==> src/rtl/alu_pkg.sv <==
// alu_pkg: ALU control codes shared with the control decoder, plus stage occupancy states
package alu_pkg;
  localparam logic [3:0] ALU_AND = 4'b0000;
  localparam logic [3:0] ALU_OR  = 4'b0001;
  localparam logic [3:0] ALU_ADD = 4'b0010;
  localparam logic [3:0] ALU_SUB = 4'b0110;
  localparam logic [3:0] ALU_SLT = 4'b0111;
  localparam logic [3:0] ALU_NOR = 4'b1100;
  localparam logic [3:0] ALU_BAD = 4'b1111;
  typedef enum logic [1:0] {EMPTY, ONE, FULL} occ_e;
endpackage

==> src/rtl/alu_core.sv <==
// alu_core: combinational ALU producing result, zero, signed overflow and illegal-code flags
module alu_core
  import alu_pkg::*;
#(
  parameter int WIDTH = 32
) (
  input  logic [3:0]       ctrl,
  input  logic [WIDTH-1:0] a,
  input  logic [WIDTH-1:0] b,
  output logic [WIDTH-1:0] result,
  output logic             zero,
  output logic             ovf,
  output logic             illegal
);
  logic [WIDTH-1:0] sum, diff;
  logic lt;
  always_comb begin
    sum = a + b;
    diff = a - b;
    lt = $signed(a) < $signed(b);
    illegal = !(ctrl inside {ALU_AND, ALU_OR, ALU_ADD, ALU_SUB, ALU_SLT, ALU_NOR});
    result = ctrl == ALU_AND ? a & b :
             ctrl == ALU_OR  ? a | b :
             ctrl == ALU_ADD ? sum :
             ctrl == ALU_SUB ? diff :
             ctrl == ALU_SLT ? {{(WIDTH-1){1'b0}}, lt} :
             ctrl == ALU_NOR ? ~(a | b) : '0;
    ovf = ctrl == ALU_ADD ? (a[WIDTH-1] == b[WIDTH-1]) && (sum[WIDTH-1] != a[WIDTH-1]) :
          ctrl == ALU_SUB ? (a[WIDTH-1] != b[WIDTH-1]) && (diff[WIDTH-1] != a[WIDTH-1]) : 1'b0;
    zero = result == '0;
  end
endmodule

==> src/rtl/alu_stage.sv <==
// alu_stage: registered ALU execute stage with output + skid buffer and valid/ready handshakes
module alu_stage
  import alu_pkg::*;
#(
  parameter int WIDTH = 32
) (
  input  logic             clk,
  input  logic             reset,
  input  logic             in_valid,
  output logic             in_ready,
  input  logic [3:0]       in_ctrl,
  input  logic [WIDTH-1:0] in_a,
  input  logic [WIDTH-1:0] in_b,
  output logic             out_valid,
  input  logic             out_ready,
  output logic [WIDTH-1:0] out_result,
  output logic             out_zero,
  output logic             out_ovf,
  output logic             out_illegal,
  output logic             err_sticky,
  input  logic             err_clr
);
  localparam int EW = WIDTH + 3;
  occ_e state_q, state_d;
  logic [EW-1:0] out_q, out_d, skid_q, skid_d, core_e;
  logic [WIDTH-1:0] c_res;
  logic c_zero, c_ovf, c_ill;
  logic in_ready_q, err_q, err_d, acc, otx;
  alu_core #(.WIDTH(WIDTH)) u_core (
    .ctrl(in_ctrl),
    .a(in_a),
    .b(in_b),
    .result(c_res),
    .zero(c_zero),
    .ovf(c_ovf),
    .illegal(c_ill)
  );
  assign core_e = {c_res, c_zero, c_ovf, c_ill};
  always_comb begin
    acc = in_valid && in_ready_q;
    otx = state_q != EMPTY && out_ready;
    state_d = state_q;
    out_d = out_q;
    skid_d = skid_q;
    case (state_q)
      EMPTY: if (acc) begin
        state_d = ONE;
        out_d = core_e;
      end
      ONE: if (acc && otx) out_d = core_e;
      else if (acc) begin
        state_d = FULL;
        skid_d = core_e;
      end else if (otx) state_d = EMPTY;
      FULL: if (otx) begin
        state_d = ONE;
        out_d = skid_q;
      end
      default: state_d = EMPTY;
    endcase
    err_d = (acc && c_ill) || (err_q && !err_clr);
  end
  always_ff @(posedge clk) begin
    if (reset) begin
      state_q <= EMPTY;
      out_q <= '0;
      skid_q <= '0;
      in_ready_q <= 1'b1;
      err_q <= 1'b0;
    end else begin
      state_q <= state_d;
      out_q <= out_d;
      skid_q <= skid_d;
      in_ready_q <= state_d != FULL;
      err_q <= err_d;
    end
  end
  assign in_ready = in_ready_q;
  assign out_valid = state_q != EMPTY;
  assign {out_result, out_zero, out_ovf, out_illegal} = out_q;
  assign err_sticky = err_q;
endmodule

==> config.mk <==
export PLATFORM = sky130hd
export DESIGN_NAME = alu_stage
export DESIGN_NICKNAME = d
export VERILOG_FILES = /design/src/rtl/alu_pkg.sv /design/src/rtl/alu_core.sv /design/src/rtl/alu_stage.sv
export SDC_FILE = /design/constraint.sdc
export NUM_CORES = 1
export LEC_CHECK = 0
export CELL_PAD_IN_SITES_DETAIL_PLACEMENT = 0
export CELL_PAD_IN_SITES_GLOBAL_PLACEMENT = 2
export CORE_UTILIZATION = 34
export DETAILED_ROUTE_END_ITERATION = 10
export PLACE_DENSITY_LB_ADDON = 0.25
export SETUP_SLACK_MARGIN = 0.4
export SYNTH_ARGS = -nofsm -noshare
export SYNTH_HDL_FRONTEND = slang
export SYNTH_SLANG_ARGS = --single-unit
==> constraint.sdc <==
create_clock -name clk -period 9.09 [get_ports clk]
set_input_delay 1.3635 -clock clk [delete_from_list [all_inputs] [get_ports clk]]
set_output_delay 1.3635 -clock clk [all_outputs]
set_load 0.03 [all_outputs]
; Yosys cells after proc, flatten, opt, wreduce, memory -nomap -nowiden
; Cells that the tools add are included.
[word_totals]
n_memories = 0
latchBits = 0
register_bits = 74
mem_bits_rw = 0
word_cells = 63
rom_bits = 0
out_inout_bits = 38
[classes]
shift = 0
addsub = 2
eq_ne = 15
n_bitwise = 4
n_lt_le_gt_ge = 1
n_reduce_logical = 18
div = 0
mux = 18
multipliers = 0
[ops]
columns = operator, count
row1 = 32-bit two-way mux, 6
row2 = 35-bit two-way mux, 3
row3 = 35-bit one-hot mux with 3 select lines, 1
row4 = 32-bit adder, 1
row5 = 32-bit AND, 1
row6 = 32-bit logical NOT, 1
row7 = 32-bit < comparator, 1
row8 = 32-bit NOT, 1
row9 = 32-bit bitwise OR, 1
row10 = 32-bit subtractor, 1
row11 = 2-bit two-way mux, 5
row12 = "4-bit by 3-bit equality test with 1-bit output, second input constant", 2
row13 = "2-bit != test, second input constant", 4
row14 = 1-bit logical AND, 7
row15 = 2-bit one-hot mux with 3 select lines, 1
row16 = 6-bit nonzero test, 1
row17 = "4-bit by 1-bit equality test with 1-bit output, second input constant", 1
row18 = "4-bit by 2-bit equality test with 1-bit output, second input constant", 1
row19 = "4-bit equality test, second input constant", 1
row20 = 4-bit logical NOT, 1
row21 = 4-bit AND reduction, 1
row22 = 1-bit != test, 3
row23 = 3-bit AND reduction, 1
row24 = 3-bit nonzero test, 1
row25 = 9 further kinds, 11

; Longest topological paths before layout
[depth]
depth_word = 11
depth_mapped = 15

; Hierarchy
; A second synthesis with hierarchy kept.
[unflattened]
cells_unflattened = 1230
hier_area_um2 = 9193.8
[modules_own_cells]
columns = module, area_each_um2, n_inst, cells_per_inst, seq_area_each_um2
row1 = alu_core, 5945.7, 1, 902, 0.0
row2 = alu_stage, 3248.1, 1, 328, 1481.4

; Worst setup path before layout
; Ideal clock, no wire load.
[synth_timing]
path_kind = in2reg
from = in in_a[0]
to = reg out_q[2]
arrival_ns = 4.975
setup_ns = 0.088
path_buffers = 0
t_required_ns = 9.002
setup_slack_ns = 4.027
path_stages = 14
cell_sequence = inv_1 ha_1 fa_1 o21ba_1 or4_4 and2_4 a221o_1 a21oi_1 a221oi_1 or4_1 or4_1 nor4b_2 nand4_1 o32ai_2
[synth_between]
elab_chain_len = 11
elab_cells_between_ends = 16
[synth_rtl]
columns = item, line_no
row1 = "start, declared", alu_stage.sv:12  ; input logic [WIDTH-1:0] in_a,
row2 = "parallel branches: the longest is 7 deep, another holds 32-bit < comparator", -
row3 = 32-bit two-way mux *, alu_core.sv:22  ; result = ctrl == ALU_AND ? a & b :
row4 = 32-bit logical NOT *, alu_core.sv:30  ; zero = result == '0;
row5 = "35-bit two-way mux, on equally long branches", "alu_stage.sv:50, alu_stage.sv:46"
row6 = 35-bit one-hot mux with 3 select lines *, alu_stage.sv:45  ; case (state_q)
row7 = "end signal, assigned", alu_stage.sv:72  ; out_q <= out_d;
row8 = "end, declared", alu_stage.sv:25  ; logic [EW-1:0] out_q, out_d, skid_q, skid_d, core_e;
; Mark *: on every way between the ends. The select of a mux whose other input is x is not followed.
; A chain may end at the register's enable or synchronous reset.

; Worst setup path after layout
[layout_timing]
from = in in_a[4]
to = reg skid_q[2]
[layout_between]
elab_chain_len = 9
elab_cells_between_ends = 13
[layout_rtl]
columns = item, line_no
row1 = "parallel branches: the longest is 7 deep, another holds 32-bit < comparator", -
row2 = 32-bit two-way mux *, alu_core.sv:22
row3 = 32-bit logical NOT *, alu_core.sv:30
row4 = "end signal, assigned", alu_stage.sv:73  ; skid_q <= skid_d;
row5 = "end, declared", alu_stage.sv:25
; Mark *: on every way between the ends.

==> run summary <==
============================================================================
Status ........................................................    completed
Crit path time final ..........................................      5.67 ns
Type of element launching the critical path ...................    input pin
Share of flip-flops with an asynchronous set or reset .........           0%
Most frequently used flop master after synthesis .............. sky130_fd_sc_hd__dfxtp_1
Post-route non-filler standard cell count .....................         1620
Number of nets with antenna violations after detailed routing .            0
Die X .........................................................       160 um
DRT Wirelength ................................................     34900 um
Post-Synthesis Cells ..........................................         1237
Critical-path maximum fanout ..................................            9
Achievable Freq ...............................................      176 MHz
Aggregate global-route resource usage .........................        26.8%
Delay of the slowest critical-path stage ......................      0.54 ns
Layout cells sized above 1 ....................................        4.40%
Worst Slack Setup Final .......................................      3.42 ns
I/O Pins ......................................................          111
Yosys warnings ................................................            0
Number of distinct library cells after synthesis ..............           74
Power density relative to cell area ...........................   127 nW/um2
Number of filler instances in the final layout ................         2658
Post-Place Worst Slack ........................................      3.15 ns
Most instantiated library cell after synthesis ................ sky130_fd_sc_hd__nor2_1
Initial antenna violation count ...............................            0
Starting DRC count in detailed routing ........................         1062
Class of the most critical setup path .........................       in2reg
Net count after synthesis .....................................         1408
Per-cell routed wire length ...................................      21.5 um
Via density per instance ......................................         5.85
Post-detailed-placement half-perimeter wirelength .............     26700 um
Leak pwr ......................................................      4.11 nW
Synth area leader ............................................. sky130_fd_sc_hd__dfxtp_1
Residual overflow from global routing .........................            0
Overall die area ..............................................    25500 um2
Number of failing setup endpoints in the final timing report ..            0
Syn-to-layout area delta ......................................        19.3%
Slowest cell on the critical path ............................. sky130_fd_sc_hd__a221oi_1
Combined area of all synthesized cells ........................     8460 um2
Number of storage elements in the synthesis netlist ...........           74
Effective utilization at floorplan ............................        34.7%
H-Tree Depth ..................................................            3
EDFF count, synth .............................................            0
Hold_buf cts ..................................................            0
Worst Tran Pin Value ..........................................      1.02 ns
Row count .....................................................           57
Beginning of the worst register-to-register path ..............   state_q[1]
Area contributors post-synth .................................. sky130_fd_sc_hd__dfxtp_1 (18%), sky130_fd_sc_hd__ha_1 (14%), sky130_fd_sc_hd__a21oi_1 (8.0%)
Largest net degree at the start of global routing .............           75
Worst skew pair latency .......................................      0.34 ns
Leading post-synthesis cells by instance count ................ sky130_fd_sc_hd__nor2_1 (164), sky130_fd_sc_hd__a21oi_1 (136), sky130_fd_sc_hd__nand2_1 (133)
Net count reported at finish ..................................         1461
Crit path required time .......................................      9.32 ns
Mean instance size in the synthesized netlist .................     6.84 um2
Area occupied by registers ....................................     1480 um2
Via count of the first global-routing pass ....................         8916
Arrival time at the worst endpoint ............................      5.90 ns
Clock transition at the registers of the reported paths .......      0.07 ns
Pins over their slew limit ....................................            0
Remaining max-slew budget at the tightest pin .................        31.9%
Global placement routability congestion .......................        0.926
TritonCTS Sinks ...............................................           74
First-pass DRT Iterations .....................................            6
Number of port buffers ........................................          110
Vertical extent of the die ....................................       160 um
Share of Yosys cell area claimed by the top area cell type ....        17.5%
Clock Path Buffers ............................................            2
Total non-filler cell area in the finished layout .............    10100 um2
Area of the core ..............................................    24400 um2
Number of max-capacitance violations reported .................            0
Total number of vias ..........................................         9480
Maximum VDD drop ..............................................       128 uV
Post-cts sizing count .........................................            0
Crit path cell chain .......................................... clkdlybuf4s50_1 > inv_1 > ha_1 > a21o_1 > a21oi_1 > a21oi_1 > o21bai_1 > o211ai_1 > a221oi_1 > o21ai_0 > mux2i_1 > o21ai_0 > or4_1 > o31ai_1
Post-layout util ..............................................        41.4%
Launch point of the worst path ................................      in_a[4]
Post-Route Hold Slack .........................................     0.452 ns
Cts bufs inserted .............................................            9
Setup bufs post-CTS ...........................................            0
TritonCTS clock tree ..........................................        built
Global-route wire length before repair ........................     53100 um
Final worst path period share .................................        62.3%
Total instance count after detailed placement .................         1603
Seq/Total Area, Yosys .........................................        17.5%
Final count of hold timing violations .........................            0
Setup TNS Final ...............................................         0 ns
DP Area .......................................................     9780 um2
Detailed-route DRC error count ................................            0
Unrepaired setup endpoints after global routing ...............           no
Hold crit path type ...........................................      reg2reg
Root buffer cell .............................................. sky130_fd_sc_hd__clkbuf_16
Endpoint kind of the worst setup timing path ..................         flop
Hold_sp .......................................................    out_q[32]
Worst clock skew on the final layout ..........................    0.0150 ns
Multi-input logic area ........................................     6300 um2
Tot Pwr .......................................................      1.29 mW
============================================================================
logic make-up after synthesis:
logic type | after synthesis | share of synthesized area (%)
adder cells (fa/ha/maj) | 98 | 14.7
AO/OA/AOI/OAI | 417 | 32.9
buffers and inverters | 181 | 8.06
multiplexers | 11 | 1.33
AND/OR/NAND/NOR | 435 | 23.4
flip-flops | 74 | 17.5
XOR/XNOR | 21 | 2.17
registers in the layout (all words and copies together) (netlist names):
name,cells
err_sticky,1
in_ready,1
out_q,35
skid_q,35
state_q,2
report_power, final:
part	switching [mW]	total [mW]	internal, mW	leakage, nW
clock	0.152	0.370	0.218	0.149
sequential	0.0107	0.355	0.344	0.604
combinational	0.357	0.562	0.204	3.36
path summary, 6_finish.rpt:
path	to	slack, ns	cells after the start
setup / recovery	skid_q[2]	3.42	14
hold / removal	out_q[32]	0.45	2
setup reg to reg	out_q[26]	6.91	8
hold reg to reg	out_q[32]	0.45	2
routing by layer:
layer	global-route usage [%]	wire length [um]
met1	36.6	15900
met2	43.8	15800
met3	3.01	2110
met4	8.48	1040
met5	0	0
layout by cell type (no fill, tap or decap), types with 8 or more instances in the layout:
master / synthesis / final
sky130_fd_sc_hd__a211oi_1: 34 / 34
sky130_fd_sc_hd__a21o_1: 9 / 9
sky130_fd_sc_hd__a21oi_1: 136 / 135
sky130_fd_sc_hd__a221o_1: 8 / 8
sky130_fd_sc_hd__a221oi_1: 15 / 15
sky130_fd_sc_hd__a22oi_1: 16 / 16
sky130_fd_sc_hd__a311oi_1: 16 / 16
sky130_fd_sc_hd__a31oi_1: 11 / 11
sky130_fd_sc_hd__and2_1: 8 / 8
sky130_fd_sc_hd__and3_1: 8 / 8
sky130_fd_sc_hd__buf_4: 0 / 18
sky130_fd_sc_hd__clkbuf_16: 0 / 9
sky130_fd_sc_hd__clkdlybuf4s50_1: 0 / 109
sky130_fd_sc_hd__dfxtp_1: 74 / 74
sky130_fd_sc_hd__ha_1: 96 / 96
sky130_fd_sc_hd__inv_1: 94 / 94
sky130_fd_sc_hd__mux2i_1: 9 / 9
sky130_fd_sc_hd__nand2_1: 133 / 133
sky130_fd_sc_hd__nand3_1: 15 / 15
sky130_fd_sc_hd__nand4_1: 11 / 11
sky130_fd_sc_hd__nor2_1: 164 / 164
sky130_fd_sc_hd__nor2b_1: 14 / 14
sky130_fd_sc_hd__nor3_1: 28 / 27
sky130_fd_sc_hd__nor4_1: 8 / 8
sky130_fd_sc_hd__o211ai_1: 12 / 12
sky130_fd_sc_hd__o21ai_0: 55 / 55
sky130_fd_sc_hd__o221ai_1: 8 / 8
sky130_fd_sc_hd__o22ai_1: 15 / 15
sky130_fd_sc_hd__o31ai_1: 16 / 16
sky130_fd_sc_hd__or3_1: 8 / 8
sky130_fd_sc_hd__xnor2_1: 20 / 20
area by class of cell:
cell class | count | area share (%)
diodes | 1 | 0.0248
flip-flops and latches | 74 | 14.7
clock inverters | 7 | 0.831
clock buffers | 9 | 2.23
inverters | 95 | 3.53
well taps | 324 | 4.02
repair buffers | 128 | 12.2
multi-input cells | 982 | 62.5
worst max-delay path: cells and delay by family:
family	cells	cell delay, ns
AND/OR/NAND/NOR	1	0.51
buffers and inverters	2	0.57
AO/OA/AOI/OAI	9	2.86
multiplexers	1	0.19
adder cells (fa/ha/maj)	1	0.41
(Power assumes the default switching activity.)
